==> config.mk <==
export PLATFORM = sky130hd
export DESIGN_NAME = clk_rst_sequencer
export DESIGN_NICKNAME = d
export VERILOG_FILES = /design/src/rtl/clk_rst_seq_pkg.sv /design/src/rtl/sync_2ff.sv /design/src/rtl/clk_rst_sequencer.sv
export SDC_FILE = /design/constraint.sdc
export NUM_CORES = 1
export LEC_CHECK = 0
export BUFFER_PORTS_ARGS = -buffer_cell sky130_fd_sc_hd__clkbuf_2
export CAP_MARGIN = 20
export CORE_MARGIN = 5
export CORE_UTILIZATION = 50
export CTS_BUF_LIST = sky130_fd_sc_hd__clkbuf_4
export CTS_CLUSTER_DIAMETER = 100
export DETAILED_ROUTE_END_ITERATION = 8
export PLACE_DENSITY_LB_ADDON = 0.25
export SLEW_MARGIN = 20
export SYNTH_ARGS = -nofsm -noshare
export SYNTH_HDL_FRONTEND = slang
export SYNTH_HIERARCHICAL = 1
export SYNTH_SLANG_ARGS = --single-unit
==> constraint.sdc <==
create_clock -name clk -period 3.4 [get_ports clk]
set_input_delay 0.34 -clock clk [delete_from_list [all_inputs] [get_ports clk]]
set_output_delay 0.34 -clock clk [all_outputs]
set_load 0.03 [all_outputs]
==> src/rtl/clk_rst_seq_pkg.sv <==
// ============================================================================
// Module      : clk_rst_seq_pkg
// Description : Shared state encoding and parameter defaults for the
//               clock/reset sequencer.
// Revision    : 1.0 - initial release
// ============================================================================
`default_nettype none

package clk_rst_seq_pkg;

    localparam int unsigned c_def_pll_rst_cycles = 16;
    localparam int unsigned c_def_lock_timeout   = 65536;
    localparam int unsigned c_def_hold_cycles    = 1024;

    typedef enum logic [1:0] {
        ST_PLLRST = 2'd0,
        ST_WAIT   = 2'd1,
        ST_HOLD   = 2'd2,
        ST_RUN    = 2'd3
    } seq_state_t;

    function automatic int unsigned max3(input int unsigned a,
                                         input int unsigned b,
                                         input int unsigned c);
        int unsigned m;
        m = (a > b) ? a : b;
        return (m > c) ? m : c;
    endfunction

endpackage

`default_nettype wire

==> src/rtl/sync_2ff.sv <==
// ============================================================================
// Module      : sync_2ff
// Description : Two-flop synchroniser for asynchronous level signals.
// Revision    : 1.0 - initial release
// ============================================================================
`default_nettype none

module sync_2ff #(
    parameter int unsigned WIDTH = 1
) (
    input  logic             clk,
    input  logic             rst,
    input  logic [WIDTH-1:0] i_d,
    output logic [WIDTH-1:0] o_q
);

    logic [WIDTH-1:0] r_meta;
    logic [WIDTH-1:0] r_sync;

    always_ff @(posedge clk or posedge rst) begin
        if (rst) begin
            r_meta <= '0;
            r_sync <= '0;
        end else begin
            r_meta <= i_d;
            r_sync <= r_meta;
        end
    end

    assign o_q = r_sync;

endmodule

`default_nettype wire

==> src/rtl/clk_rst_sequencer.sv <==
// ============================================================================
// Module      : clk_rst_sequencer
// Description : Sequences PLL reset, lock wait, lock hold and core reset
//               release; counts lock losses seen while running.
// Revision    : 1.0 - initial release
// ============================================================================
`default_nettype none

module clk_rst_sequencer
    import clk_rst_seq_pkg::*;
#(
    parameter int unsigned PLL_RST_CYCLES = c_def_pll_rst_cycles,
    parameter int unsigned LOCK_TIMEOUT   = c_def_lock_timeout,
    parameter int unsigned HOLD_CYCLES    = c_def_hold_cycles
) (
    input  logic       clk,
    input  logic       rst,
    input  logic       locked,
    input  logic       soft_reset,
    output logic       pll_rst,
    output logic       sys_reset,
    output logic       ready,
    output logic [7:0] lock_loss_cnt
);

    localparam int unsigned c_cnt_max = max3(PLL_RST_CYCLES, LOCK_TIMEOUT, HOLD_CYCLES);
    localparam int unsigned c_cnt_w   = $clog2(c_cnt_max + 1);

    localparam logic [c_cnt_w-1:0] c_pll_last  = c_cnt_w'(PLL_RST_CYCLES - 1);
    localparam logic [c_cnt_w-1:0] c_wait_last = c_cnt_w'(LOCK_TIMEOUT - 1);
    localparam logic [c_cnt_w-1:0] c_hold_last = c_cnt_w'(HOLD_CYCLES - 1);

    logic               w_locked_s;
    seq_state_t         r_state;
    seq_state_t         w_next;
    logic [c_cnt_w-1:0] r_cnt;
    logic [c_cnt_w-1:0] w_cnt_next;
    logic               w_loss;
    logic               r_pll_rst;
    logic               r_sys_reset;
    logic               r_ready;
    logic [7:0]         r_loss_cnt;

    sync_2ff #(
        .WIDTH (1)
    ) u_lock_sync (
        .clk (clk),
        .rst (rst),
        .i_d (locked),
        .o_q (w_locked_s)
    );

    always_comb begin
        w_next     = r_state;
        w_cnt_next = r_cnt + c_cnt_w'(1);
        w_loss     = 1'b0;
        case (r_state)
            ST_PLLRST: begin
                if (r_cnt == c_pll_last) w_next = ST_WAIT;
            end
            ST_WAIT: begin
                if (w_locked_s)                w_next = ST_HOLD;
                else if (r_cnt == c_wait_last) w_next = ST_PLLRST;
            end
            ST_HOLD: begin
                if (!w_locked_s)               w_next = ST_WAIT;
                else if (r_cnt == c_hold_last) w_next = ST_RUN;
            end
            ST_RUN: begin
                // Counter parked while running; lock loss outranks soft reset.
                w_cnt_next = '0;
                if (!w_locked_s) begin
                    w_next = ST_PLLRST;
                    w_loss = 1'b1;
                end else if (soft_reset) begin
                    w_next = ST_HOLD;
                end
            end
            default: w_next = ST_PLLRST;
        endcase
        if (w_next != r_state) w_cnt_next = '0;
    end

    always_ff @(posedge clk or posedge rst) begin
        if (rst) begin
            r_state     <= ST_PLLRST;
            r_cnt       <= '0;
            r_pll_rst   <= 1'b1;
            r_sys_reset <= 1'b1;
            r_ready     <= 1'b0;
            r_loss_cnt  <= 8'd0;
        end else begin
            r_state     <= w_next;
            r_cnt       <= w_cnt_next;
            r_pll_rst   <= (w_next == ST_PLLRST);
            r_sys_reset <= (w_next != ST_RUN);
            r_ready     <= (w_next == ST_RUN);
            if (w_loss && (r_loss_cnt != 8'hFF)) r_loss_cnt <= r_loss_cnt + 8'd1;
        end
    end

    assign pll_rst       = r_pll_rst;
    assign sys_reset     = r_sys_reset;
    assign ready         = r_ready;
    assign lock_loss_cnt = r_loss_cnt;

endmodule

`default_nettype wire

# After elaboration in Yosys (flattened, before gate mapping)
# Index checks and enable logic that the tools add are counted.
word_totals:
  register_bits: 32
  latch_bits: 0
  ram_bits: 0
  mem_bits_ro: 0
  in_bits: 4
  output_inout_bits: 11
  elab_cells: 35
  mem_count: 0
classes:
  addsub: 2
  n_mul: 0
  div: 0
  order_cmp: 0
  n_eq_ne: 10
  shifts: 0
  n_mux: 12
  bitwise_logic: 0
  n_reduce_logical: 3
ops:
  columns: ["op", "n"]
  rows:
  - ["2-to-1 mux 17 bit", 2]
  - ["adder 17 x 1 -> 17 bit (second input constant)", 1]
  - ["equality test 17 x 10 -> 1 bit (second input constant)", 1]
  - ["equality test 17 x 16 -> 1 bit (second input constant)", 1]
  - ["equality test 17 x 4 -> 1 bit (second input constant)", 1]
  - ["2-to-1 mux 2 bit", 7]
  - ["adder 8 x 1 -> 8 bit (second input constant)", 1]
  - ["inequality test 8 bit (second input constant)", 1]
  - ["case mux 2 bit (4 select lines)", 1]
  - ["equality test 2 bit (second input constant)", 3]
  - ["zero test 2 bit", 2]
  - ["equality test 2 x 1 -> 1 bit (second input constant)", 1]
  - ["2-to-1 mux 1 bit", 2]
  - ["inequality test 2 bit", 1]
  - ["inequality test 2 bit (second input constant)", 1]
  - ["logical AND 1 bit", 1]

# Logic depth before layout (Yosys ltp)
logic_depth:
  word_depth: 6
  depth_mapped: 9
  depth_no_buf: 8

# Cells and area by module
# The synthesis kept the hierarchy.
modules_own_cells:
  columns: ["mod", "instances", "cells_each", "area_per_inst_um2", "seq_area_each_um2"]
  rows:
  - ["clk_rst_sequencer", 1, 142, 1522.7, 753.2]
  - ["sync_2ff", 1, 3, 53.8, 50.0]

# Least setup slack after synthesis
# No wires, ideal clock.
synth_timing:
  kind: "reg-to-reg"
  from: "reg r_cnt[4]"
  to: "reg r_cnt[13]"
  setup_time_ns: 0.066
  arrival_time_ns: 1.954
  required_time_ns: 3.334
  path_slack_ns: 1.380
  stages_incl_launch_ff: 10
  path_buffers: 1
  synth_period_minus_slack_ns: 2.020
  path_cell_list: "dfrtp_1 -> and4_1 -> buf_6 -> nand3_4 -> nor2_1 -> ha_1 -> o21a_1 -> a21o_1 -> or4_1 -> nand2_1"
synth_via:
  elab_chain_cells: 6
  elab_cells_between_ends: 13
  classes_between: "add/sub (1); eq/ne (4); mux (8)"
synth_rtl:
  columns: ["item", "line_no", "text"]
  rows:
  - ["start: declaration", "clk_rst_sequencer.sv:36", "logic [c_cnt_w-1:0] r_cnt;"]
  - ["start signal: assignment", "clk_rst_sequencer.sv:94", "r_cnt <= w_cnt_next;"]
  - ["equality test 17 x 10 -> 1 bit / equality test 17 x 16 -> 1 bit (equally long branches)", "clk_rst_sequencer.sv:67, clk_rst_sequencer.sv:63", null]
  - ["2-to-1 mux 2 bit (on tied branches)", "clk_rst_sequencer.sv:67, clk_rst_sequencer.sv:63", null]
  - ["2-to-1 mux 2 bit (on tied branches)", "clk_rst_sequencer.sv:66, clk_rst_sequencer.sv:62", null]
  - ["case mux 2 bit (4 select lines)", "clk_rst_sequencer.sv:57", "case (r_state)"]
  - ["inequality test 2 bit", "clk_rst_sequencer.sv:81", "if (w_next != r_state) w_cnt_next = '0;"]
  - ["2-to-1 mux 17 bit (*)", "clk_rst_sequencer.sv:81", null]
  - ["named net w_cnt_next[13]", "clk_rst_sequencer.sv:37", "logic [c_cnt_w-1:0] w_cnt_next;"]
# The timed path passes the listed nets; every way through them passes the cells marked *.
# A chain may end at the register's enable or synchronous reset.

# Final worst setup path
layout_timing:
  from: "reg r_cnt[2]"
  to: "reg r_cnt[9]"
# Same word-level chain as after synthesis.

==> results by group <==
Outcome
  • Status: complete, no violations

Floorplan
  • Area of the core: 0.00303 mm^2
  • # rows: 20
  • Die area: 0.00438 mm^2
  • Die X: 66.2 um
  • Die Y: 66.2 um
  • Initial Util: 52.1%
  • I/O pin cnt: 15

Clock network
  • Root Driver: clkbuf_4
  • # clock sinks: 32
  • Postcts setup bufs: 0
  • H-tree depth: 2
  • CTS Buf Count: 5
  • Clk buf depth: 2
  • Clock Pin Slew Worst Setup and Hold Paths: 90 ps
  • Clk_lat worst skew: 330 ps
  • CTS tree: done

Min path
  • Hold crit path type: in -> reg

Critical path
  • Arrival time of the worst setup path: 2420 ps
  • Worst-path fanout max: 9
  • Crit-path leading delay family: simple AND/OR/NAND/NOR gates
  • Reg2reg end: r_cnt[9]
  • Register-to-Register Path Depth: 8
  • Crit start category: flop
  • CP peak stage delay: 430 ps
  • RR Startpoint: r_cnt[2]
  • Crit path kind: reg -> reg
  • Worst Setup SP: r_cnt[2]
  • Crit path cell chain: and4_1, nand3_4, nor2_1, ha_1, o21a_1, nor2_1, a32oi_2, a21oi_1
  • Crit-path most repeated cell: nor2_1
  • Stages on worst setup path: 8
  • Setup crit end: r_cnt[9]
  • Worst R2R Setup Slack: 1170 ps
  • Worst Path Buf+Inv: 0
  • Nature of the critical path endpoint: flop
  • CP max stage cell: dfrtp_1
  • Req. time, crit path: 3590 ps

Pwr
  • PD cells: 612 mW/mm^2
  • Leak pwr: 0.783 nW
  • Max VDD drop: 0.386 mV

Global route
  • Initial antenna violation count: 0
  • Largest net degree at the start of global routing: 31
  • Vias in the first global route: 1,067
  • Gr ovfl total: 0
  • Gr usage total: 15.3%
  • First-pass GRT wire length: 4920 um

Timing
  • Least-Margin Pin Slew: 621 ps
  • Fin Setup TNS: 0 ps
  • Relative slew slack: 58.5%
  • Minimum clock period after layout: 2230 ps
  • Setup Viol. Count Final: 0
  • Fmax: 448 MHz
  • Worst Skew: 14.9 ps
  • Final hold violation count: 0
  • Max-slew violations: 0
  • Tcrit/Tclk final: 65.6%
  • RSZ-0062 raised after global routing: no

Route
  • Routed vias/inst: 5.48
  • Vias: 1,134
  • Final ANT Viol Nets: 0
  • Per-cell routed wire length: 14.0 um
  • WL final: 2900 um
  • DRT iter0 DRCs: 79
  • DRC Markers: 0
  • TritonRoute pass-1 iters: 4

Logic synthesis
  • Post-synthesis sequential area ratio: 51.0%
  • Syn Nets: 152
  • Area share of the largest cell type after synthesis: 47.6%
  • Post-synthesis cell area: 0.00158 mm^2
  • Area contributors post-synth: dfrtp_1 (48%), xor2_1 (7.2%), a21oi_1 (3.5%), dfstp_2 (3.3%), nand3_1 (2.9%)
  • Distinct cells, synth: 38
  • Ys Warns: 6
  • Yosys reg bits: 32
  • Mean Syn Cell Area: 10.9 um^2
  • Cells after Synth: 145
  • Largest area contributor in the netlist: dfrtp_1

Cells and area
  • Share of cells above drive strength 1: 19.0%
  • Multi-input gate area: 709 um^2
  • Sequential cell area: 803 um^2
  • Fillers: 273
  • N_diodes: 0
  • Final nets: 169
  • Synth-to-layout area growth: 9.29%
  • Finished Layout Cells: 207
  • Post-layout util: 56.9%

Job
  • Max-cap violations: 0

Placed design
  • DP Cell Count: 198
  • PortBufs: 14
  • Dpl hpwl: 2120 um
  • Placer Congestion: 0.871
## sequential cells by signal (all words and copies together), names as in the netlist
| signal | cells |
|---|---|
| lock_loss_cnt | 8 |
| pll_rst | 1 |
| r_cnt | 17 |
| r_state | 2 |
| ready | 1 |
| sys_reset | 1 |
| u_lock_sync/o_q | 1 |
| u_lock_sync/r_meta | 1 |
## report_power, final
group	switching (mW)	internal [mW]	total, mW
Combinational	0.213	0.113	0.326
Clock	0.120	0.0844	0.205
Sequential	0.0711	0.453	0.525
## area by class of cell
type	count	share of cell area [%]
sequential	32	46.6
multi-input combinational	102	41.2
timing repair buffer	15	4.65
tap	44	3.20
clock buffer	6	2.61
clock inverter	2	0.436
inverter	6	1.31
## logic make-up after synthesis
kind of cell    count (synthesis)  synth area share (%)
simple gates                   56                  21.7
flops                          32                  51.0
compound gates                 24                  10.2
xor+xnor                       18                  10.0
buf+inv                        11                  4.05
fa+ha+maj                       3                  2.38
mux                             1                 0.714
## per-layer routing
metal / wire (um) / track usage (%) / up-vias
li1: - / - / 555
met1: 1370 / 18.8 / 556
met2: 1380 / 23.5 / 19
met3: 113 / 6.63 / 4
met4: 36 / 6.09 / 0
met5: 0 / 0 / -
## placed cells by master (no fill, tap or decap), drive strengths merged, types with 3 or more instances in the layout
cell,synthesis,routed
clkbuf,3,20
nand2,9,9
a21oi,11,11
xnor2,5,5
nor2,11,11
o21ai,4,4
nand3,10,10
and3,3,3
nand4,7,7
inv,6,6
ha,3,3
dfrtp,30,30
xor2,13,13
and4,5,5
## how the worst min path moves through the flow
stage / cells after the start / end / start
after floorplan: 1 / u_lock_sync/o_q / rst
after global placement: 2 / u_lock_sync/r_meta / rst
after detailed placement: 2 / u_lock_sync/r_meta / rst
after CTS: 1 / u_lock_sync/r_meta / locked
after global routing: 1 / u_lock_sync/r_meta / locked
final: 1 / u_lock_sync/r_meta / locked
## Yosys cell counts (all sizes together)
cell     n
and4bb   1
xnor2    5
dfrtp   30
nand4b   1
o221a    1
o21ai    4
and3     3
nor4b    1
or3      1
buf      2
dfstp    2
a21oi   11
o21a     2
a21boi   1
nand2b   2
a21o     1
and4     5
or4      2
nor4     2
xor2    13
a32oi    1
inv      6
o211ai   1
nand3   10
and2     1
nor2    11
nand2    9
mux2     1
clkbuf   3
ha       3
a211oi   2
nand4    7
## worst register-to-register path: cells and delay by family, from the launching register on
kind | cells | cell delay (ps)
and+or+nand+nor | 4 | 760
AOI/OAI and AO/OA | 3 | 740
DFF | 1 | 430
adders and majority gates | 1 | 170
## metrics by stage
| step | total power, mW | hold WS, ps | setup WS (ps) | cell area, um^2 |
|---|---|---|---|---|
| floorplan | 0.783 | 81.2 | 1380 | 1580 |
| global placement | 0.845 | 182 | 1230 | 1660 |
| detailed placement | 0.860 | 197 | 1200 | 1660 |
| CTS | 1.07 | 115 | 1190 | 1720 |
| global route | 1.13 | 104 | 982 | 1720 |
| finish | 1.06 | 127 | 1170 | 1720 |
## what timing repair did
item | 4_1_cts | 5_1_grt
hold buffers | 1 | 0
endpoints found under the setup margin | 0 | 0
endpoints found under the hold margin | 2 | 0
gates resized for setup | 0 | 0
(Power assumes the default switching activity.)
